==> src/rtl/ram_access_ctrl_pkg.sv <==
// Shared definitions for the RAM access controller.
// Holds the FSM state enum, the default RAM geometry and the ram_rw encoding.
package ram_access_pkg;

  localparam int unsigned DATA_W_DEF    = 8;
  localparam int unsigned ADDR_W_DEF    = 6;
  localparam int unsigned MEM_DEPTH_DEF = 6;

  // ram_rw encoding
  localparam logic RAM_WRITE = 1'b1;
  localparam logic RAM_READ  = 1'b0;

  typedef enum logic [3:0] {
    IDLE,
    WRITE,
    WR_VERIFY_ISSUE,
    WR_VERIFY_CMP,
    RD_ISSUE,
    RD_CAPTURE,
    RD_OUT,
    DONE,
    REJECT
  } state_e;

endpackage

==> src/rtl/ram_access_ctrl.sv <==
// Burst initiator for a single-port synchronous RAM with one-cycle read latency.
// Client side: request (valid/ready, write flag, start address, length-1),
//   write data (wr_valid/wr_ready/wr_data), read data (rd_valid/rd_ready/rd_data),
//   done pulse at burst end, err pulse on range rejection or verify mismatch.
// RAM side: ram_cs, ram_rw, ram_addr, ram_wdata out; ram_rdata in (registered by the RAM).
// clk rising edge, rst synchronous active-high.
// Optional: define RAM_ACCESS_CTRL_WR_VERIFY_EN to read back and compare every
//   written word before accepting the next one.
module ram_access_ctrl
  import ram_access_pkg::*;
#(
  parameter int unsigned DATA_W    = DATA_W_DEF,
  parameter int unsigned ADDR_W    = ADDR_W_DEF,
  parameter int unsigned MEM_DEPTH = MEM_DEPTH_DEF
) (
  input  logic              clk,
  input  logic              rst,
  input  logic              req_valid,
  output logic              req_ready,
  input  logic              req_write,
  input  logic [ADDR_W-1:0] req_addr,
  input  logic [ADDR_W-1:0] req_len,
  input  logic              wr_valid,
  output logic              wr_ready,
  input  logic [DATA_W-1:0] wr_data,
  output logic              rd_valid,
  input  logic              rd_ready,
  output logic [DATA_W-1:0] rd_data,
  output logic              done,
  output logic              err,
  output logic              ram_cs,
  output logic              ram_rw,
  output logic [ADDR_W-1:0] ram_addr,
  output logic [DATA_W-1:0] ram_wdata,
  input  logic [DATA_W-1:0] ram_rdata
);

  localparam int unsigned EXT_W = ADDR_W + 1;

  state_e              state_q, state_d;
  logic [ADDR_W-1:0]   addr_q, addr_d;
  logic [ADDR_W-1:0]   rem_q, rem_d;
  logic [DATA_W-1:0]   rd_data_d;
  logic [EXT_W-1:0]    end_addr;
  logic                range_bad;
`ifdef RAM_ACCESS_CTRL_WR_VERIFY_EN
  logic [DATA_W-1:0]   vdata_q, vdata_d;
`endif

  // Last address of the requested burst, widened so it cannot wrap
  assign end_addr  = EXT_W'(req_addr) + EXT_W'(req_len);
  assign range_bad = end_addr >= EXT_W'(MEM_DEPTH);

  // State and datapath registers
  always_ff @(posedge clk) begin
    if (rst) begin
      state_q <= IDLE;
      addr_q  <= '0;
      rem_q   <= '0;
      rd_data <= '0;
`ifdef RAM_ACCESS_CTRL_WR_VERIFY_EN
      vdata_q <= '0;
`endif
    end else begin
      state_q <= state_d;
      addr_q  <= addr_d;
      rem_q   <= rem_d;
      rd_data <= rd_data_d;
`ifdef RAM_ACCESS_CTRL_WR_VERIFY_EN
      vdata_q <= vdata_d;
`endif
    end
  end

  // Next-state, counter update and output decode
  always_comb begin
    state_d   = state_q;
    addr_d    = addr_q;
    rem_d     = rem_q;
    rd_data_d = rd_data;
`ifdef RAM_ACCESS_CTRL_WR_VERIFY_EN
    vdata_d   = vdata_q;
`endif
    req_ready = 1'b0;
    wr_ready  = 1'b0;
    rd_valid  = 1'b0;
    done      = 1'b0;
    err       = 1'b0;
    ram_cs    = 1'b0;
    ram_rw    = RAM_READ;
    ram_addr  = '0;
    ram_wdata = '0;

    unique case (state_q)
      IDLE: begin
        req_ready = 1'b1;
        if (req_valid) begin
          addr_d = req_addr;
          rem_d  = req_len;
          if (range_bad)      state_d = REJECT;
          else if (req_write) state_d = WRITE;
          else                state_d = RD_ISSUE;
        end
      end

      // Write data goes straight through to the RAM; a stall costs no RAM cycle
      WRITE: begin
        wr_ready  = 1'b1;
        ram_cs    = wr_valid;
        ram_rw    = wr_valid ? RAM_WRITE : RAM_READ;
        ram_addr  = addr_q;
        ram_wdata = wr_data;
        if (wr_valid) begin
`ifdef RAM_ACCESS_CTRL_WR_VERIFY_EN
          // Address advances only after the read-back of this word
          vdata_d = wr_data;
          state_d = WR_VERIFY_ISSUE;
`else
          if (rem_q == '0) begin
            state_d = DONE;
          end else begin
            addr_d = addr_q + ADDR_W'(1);
            rem_d  = rem_q - ADDR_W'(1);
          end
`endif
        end
      end

`ifdef RAM_ACCESS_CTRL_WR_VERIFY_EN
      WR_VERIFY_ISSUE: begin
        ram_cs   = 1'b1;
        ram_rw   = RAM_READ;
        ram_addr = addr_q;
        state_d  = WR_VERIFY_CMP;
      end

      // ram_rdata now holds the word read back; a mismatch flags but does not abort
      WR_VERIFY_CMP: begin
        err = (ram_rdata != vdata_q);
        if (rem_q == '0) begin
          state_d = DONE;
        end else begin
          addr_d  = addr_q + ADDR_W'(1);
          rem_d   = rem_q - ADDR_W'(1);
          state_d = WRITE;
        end
      end
`endif

      RD_ISSUE: begin
        ram_cs   = 1'b1;
        ram_rw   = RAM_READ;
        ram_addr = addr_q;
        state_d  = RD_CAPTURE;
      end

      // RAM output is valid one cycle after the issue edge
      RD_CAPTURE: begin
        rd_data_d = ram_rdata;
        state_d   = RD_OUT;
      end

      // rd_data is a register, so it stays put while the client stalls
      RD_OUT: begin
        rd_valid = 1'b1;
        if (rd_ready) begin
          if (rem_q == '0) begin
            state_d = DONE;
          end else begin
            addr_d  = addr_q + ADDR_W'(1);
            rem_d   = rem_q - ADDR_W'(1);
            state_d = RD_ISSUE;
          end
        end
      end

      DONE: begin
        done    = 1'b1;
        state_d = IDLE;
      end

      REJECT: begin
        err     = 1'b1;
        state_d = IDLE;
      end

      default: state_d = IDLE;
    endcase
  end

endmodule

==> config.mk <==
export PLATFORM = sky130hd
export DESIGN_NAME = ram_access_ctrl
export DESIGN_NICKNAME = d
export VERILOG_FILES = /design/src/rtl/ram_access_ctrl_pkg.sv /design/src/rtl/ram_access_ctrl.sv
export SDC_FILE = /design/constraint.sdc
export NUM_CORES = 1
export LEC_CHECK = 0
export BUFFER_PORTS_ARGS = -buffer_cell sky130_fd_sc_hd__buf_2
export CORE_MARGIN = 1.5
export CORE_UTILIZATION = 35
export DETAILED_ROUTE_END_ITERATION = 7
export PLACE_DENSITY_LB_ADDON = 0.15
export SLEW_MARGIN = 25
export SYNTH_ARGS = -nofsm -noshare
export SYNTH_HDL_FRONTEND = slang
export SYNTH_SLANG_ARGS = --single-unit
==> constraint.sdc <==
create_clock -name clk -period 3.1 [get_ports clk]
set_input_delay 0.155 -clock clk [delete_from_list [all_inputs] [get_ports clk]]
set_output_delay 0.155 -clock clk [all_outputs]
set_load 0.1 [all_outputs]
After elaboration in Yosys (flattened, before gate mapping)

Index checks and enable logic that the tools add are counted.

Register bits after elaboration: 24
Input port bits: 34
Output and inout port bits: 29
Word-level logic and storage cells: 52

Add/subtract/negate cells: 3
Order comparisons: 1
Equality and inequality tests: 10
Muxes and demuxes: 28
Reduce and logical (&&, ||, !) cells: 6

Operators by type and width:

| kind                                                                   | number |
|---|---|
| 6-bit 2-to-1 mux                                                       | 9 |
| 6-bit one-hot mux with 3 select lines                                  | 2 |
| 4-bit 2-to-1 mux                                                       | 5 |
| 4-bit one-hot mux with 5 select lines                                  | 1 |
| 4-bit by 3-bit equality test with 1-bit output (second input constant) | 4 |
| 8-bit 2-to-1 mux                                                       | 1 |
| 2-bit inequality test (second input constant)                          | 4 |
| 4-bit AND reduction                                                    | 2 |
| 6-bit by 6-bit adder with 7-bit output                                 | 1 |
| 7-bit by 3-bit >= comparator with 1-bit output (second input constant) | 1 |
| 1-bit 2-to-1 mux                                                       | 7 |
| 6-bit by 1-bit adder with 6-bit output (second input constant)         | 1 |
| 6-bit zero test                                                        | 1 |
| 6-bit by 1-bit subtractor with 6-bit output (second input constant)    | 1 |
| 4-bit by 1-bit equality test with 1-bit output (second input constant) | 1 |
| 4-bit equality test (second input constant)                            | 1 |
| 4-bit zero test                                                        | 1 |
| 3-bit 2-to-1 mux                                                       | 1 |
| 3-bit nonzero test                                                     | 1 |
| 2-bit 2-to-1 mux                                                       | 1 |
| 1-bit one-hot mux with 2 select lines                                  | 1 |
| 2-bit OR reduction                                                     | 1 |

Logic depth before layout (Yosys ltp)

Word-level depth: 5
Depth in mapped cells: 8
Mapped depth without buffers: 8

Worst setup path before layout

Ideal clock, no wire load.

Kind: register to output
From: reg state_q[0]
To: out err
Arrival time: 3.645 ns
Path slack: -0.700 ns
Stages on the path, launching flop included: 3
Cells stage by stage: dfxtp_1 > buf_2 > nor4b_1

Longest elaborated chain between the ends: 2

Ends and longest elaborated chain:

| element                | line                  | source |
|---|---|---|
| start, declared        | ram_access_ctrl.sv:40 | `state_e state_q, state_d;` |
| start signal, assigned | ram_access_ctrl.sv:65 | `state_q <= state_d;` |
| 4-bit equality test    | ram_access_ctrl.sv:94 | `unique case (state_q)` |
| 1-bit 2-to-1 mux       | ram_access_ctrl.sv:94 |  |
| end, declared          | ram_access_ctrl.sv:30 | `output logic err,` |

Every way passes these cells.

Worst setup path in the final report

From: reg state_q[0]
To: out ram_wdata[1]

Longest elaborated chain between the ends: 2

Ends and longest elaborated chain:

| element                                        | line                  | source |
|---|---|---|
| 4-bit by 1-bit equality test with 1-bit output | ram_access_ctrl.sv:94 |  |
| 8-bit 2-to-1 mux                               | ram_access_ctrl.sv:94 |  |
| end, declared                                  | ram_access_ctrl.sv:34 | `output logic [DATA_W-1:0] ram_wdata,` |

Every way passes these cells.

==> run summary <==
The actual slew at the worst max-slew pin was 0.7765 ns. In the final routed layout, each cell accounts on average for 13.73 µm. In the final layout, the multi-input gates occupy 1080 µm². The average cell area after synthesis came out at 8.142 µm².

The worst setup path is launched from a flip-flop. In this run, post-CTS hold repair placed 0 buffers. The violation count after the first detailed-routing iteration was 66. The library cell used most frequently in the layout, excluding fill and tap cells, is sky130_fd_sc_hd__buf_2.

The number of sinks on the clock net was 24; the highest attainable clock frequency was 386.1 MHz. The ratio of cells with drive above 1 in the final layout works out to 30.00%. Most frequently used flop master after synthesis: sky130_fd_sc_hd__dfxtp_1.

In this run, synthesis inferred 0 flip-flops with an integrated enable. The tools report the worst vdd rail ir drop as 492.2 µV. The worst slew margin relative to its limit is 47.89%, and the fill cell instance count of the final layout is 464. The logs give 2.94 ns for the required time at the worst-slack endpoint and 0 for the final antenna diode count.

The logs give 0.8418 mW for the cell-internal power and 25 for the pin count of the biggest net entering global routing. Summed over all nets, the half-perimeter wirelength after detailed placement is 3.265 mm. The number of pins exceeding their max-slew limit in the final report came out at 0. Registers are responsible for 26.8% of the overall power.

The initial utilization of the core area, before any placement, comes to 37.30%. The initial antenna violation count is 0, and the number of vias per cell after detailed routing is 5.449. In the final design database the tool counted 305 nets.

CTS placed an instance of sky130_fd_sc_hd__clkbuf_8 at the clock tree root. The switching part of the total was 53.41%; the share of flip-flops with an asynchronous set or reset after synthesis was 0%. The number of instances in the synthesized netlist was 205. The logs give 312 for the final non-filler cell total and 0 for the final-report hold violation count. The synthesized netlist occupies a cell area of 1669 µm². Clock-pin slew was measured on the worst setup and hold paths at 0.09 ns. The first global-routing pass estimated 6.865 mm of wire.

In this run, CTS created clock tree buffers numbering 3. In the final layout, flip-flops and latches occupy 480.5 µm². The power spent charging and discharging nets is 0.9648 mW, and the leakage power summed over all cells is 0.9205 nW. The flow ran to the end, and the final reports show no timing, DRC or antenna violations. Counting along the longest clock path gives a buffer depth of 2. Die area: 5192 µm².

Setup violations remaining at the end of the flow were counted as 0. The residual DRC count is 0, and the shortest clock period the worst path allows after layout is 2.590 ns. TritonCTS built the clock tree. The total overflow reported by the global router was 0; the utilization after layout was 46.06%.

Clock latency on the worst-skew pair, taken at its later pin, is 0.27 ns. The kind of path behind the tightest hold check was in2reg. Global-route usage over all layers: 16.67%. The worst setup path is captured at an output port. The first TritonRoute pass finished after 4 iterations. The number of gates resized after CTS was 0.

The areal power density over the cells works out to 876.7 nW/µm². The sequential-to-total area share from yosys stat was 28.79%; the number of global-route vias before repair was 1,464. The H-tree depth reported by CTS was 1. The final antenna-violating net count came out at 0. The endpoint arrival time on the critical path is 2.43 ns, and the post-synthesis net count is 249. Setup repair after global routing left no endpoint under its margin. The setup skew after layout is 0.008836 ns.

The library cells used most frequently in the layout, excluding fill and tap cells, are sky130_fd_sc_hd__buf_2 (62), sky130_fd_sc_hd__dfxtp_1 (24), sky130_fd_sc_hd__nor2_1 (19). Max-cap violations in this run came to 0. The logs give 0.8639 for the routability congestion estimate from global placement and 1.807 mW for the post-layout total power. The die height is 72.06 µm, and the placeable core area is 4474 µm².

Combinational cells account for 57.6% of the total power. The count of unique library cells instantiated by Yosys was 49; the total placed cells including tap cells was 308. The run gives 0 ns as the summed negative setup slack over all endpoints. The register bit total from synthesis is 24, and the count of vias placed by the detailed router is 1,700.

In this run the count of I/O pins placed on the die edge is 63. From synthesis to final layout, the design area changed by 23.46%. In this run the core area contains 24 standard-cell rows. In this run the worst path has a maximum fanout of 15. The die span in x came out at 72.06 µm. The tools report the post-CTS repair timing setup buffer count as 0.

Setup slack on the worst reg-to-reg path comes out at 0.66 ns. For this run, the number of Yosys warnings is 0. The part of the power in the clock network is 15.6%. In the finished design, the share of the clock period the worst path needs comes to 83.54%.

Number of buffers inserted by port buffering: 62. For this block, the routed nets add up to 4.285 mm of wire. The critical path is of the reg2out type.
[layout make-up]
type                    instances  share of cell area, %
inverters                      12                  2.247
repair buffers                 63                  15.42
multi-input cells             157                  52.40
flip-flops and latches         24                  23.32
well taps                      52                  3.157
clock buffers                   3                  2.004
clock inverters                 1                  1.457
[logic make-up (layout without fill, tap and decap cells)]
kind of cell	Yosys count	count (layout)	synth area share, %
compound gates	58	58	24.06
xor+xnor	2	2	1.050
mux	8	8	4.798
buf+inv	24	79	7.271
fa+ha+maj	10	10	7.946
flops	24	24	28.79
simple gates	79	79	26.09
[per-stage QoR]
| stage | cell area (µm²) | setup slack [ns] | hold slack [ns] |
|---|---|---|---|
| after floorplan | 1675 | 0.01269 | 0.2335 |
| after global placement | 1989 | 0.8436 | 0.3888 |
| after detailed placement | 1989 | 0.7091 | 0.4000 |
| after CTS | 2061 | 0.4974 | 0.1159 |
| after global routing | 2061 | 0.3626 | 0.1138 |
| final | 2061 | 0.5102 | 0.1182 |
[layer usage]
layer / vias up / wire length, µm / track usage, % / part of all wire [%]
met5: - / 0 / 0 / 0
met4: 0 / 25 / 5.241 / 0.58
met3: 2 / 297 / 3.889 / 6.9
met2: 56 / 1854 / 25.21 / 43
met1: 786 / 2108 / 23.54 / 49
li1: 856 / - / - / -
[cells in the mapped netlist (all sizes together) (2+ instances only)]
master   count  area share [%]
o32ai        2             1.0
o21ai       13             3.9
buf          9             3.8
o211ai       3             1.3
mux2i        8             4.8
a21oi       17             5.1
and2        16             6.1
inv         11             2.5
nand3        5             1.5
nor4         4             1.5
a211oi       6             3.0
nor4b        3             1.6
clkbuf       3            0.67
o2bb2ai      3             1.6
nand2       11             2.5
dfxtp       24              29
and3         3             1.1
nand2b       4             1.5
o21bai       2            0.90
nor3         5             1.5
ha           9             6.7
or3          2            0.75
nor3b        2            0.90
nor2        20             4.6
[worst max-delay path, stage by stage, from the launching register on]
cell and delay (ns):
sky130_fd_sc_hd__dfxtp_1 0.61, sky130_fd_sc_hd__or4b_1 0.65, sky130_fd_sc_hd__inv_1 0.31, sky130_fd_sc_hd__and2_1 0.18, sky130_fd_sc_hd__buf_2 0.42
[power groups by stage]
stage          clock network, mW  registers (mW)  logic (mW)
2_1_floorplan                  0           0.447       0.931
6_report                   0.282           0.485        1.04
3_5_place_dp                   0           0.490        1.04
4_1_cts                    0.290           0.483        1.04
3_3_place_gp                   0           0.489        1.04
5_1_grt                    0.304           0.499        1.12
[worst paths after layout]
check | startpoint | end | depth (start not counted)
worst max-delay path | state_q[0] | ram_wdata[1] | 4
worst max register to register | state_q[0] | rem_q[4] | 6
worst min register to register | rem_q[1] | rem_q[1] | 2
worst min-delay path | ram_rdata[7] | rd_data[7] | 3
[flip-flops by register name (all words and copies together), names as in the netlist]
signal   count
addr_q       6
state_q      4
rd_data      8
rem_q        6
Power figures use the tool's default switching activity.
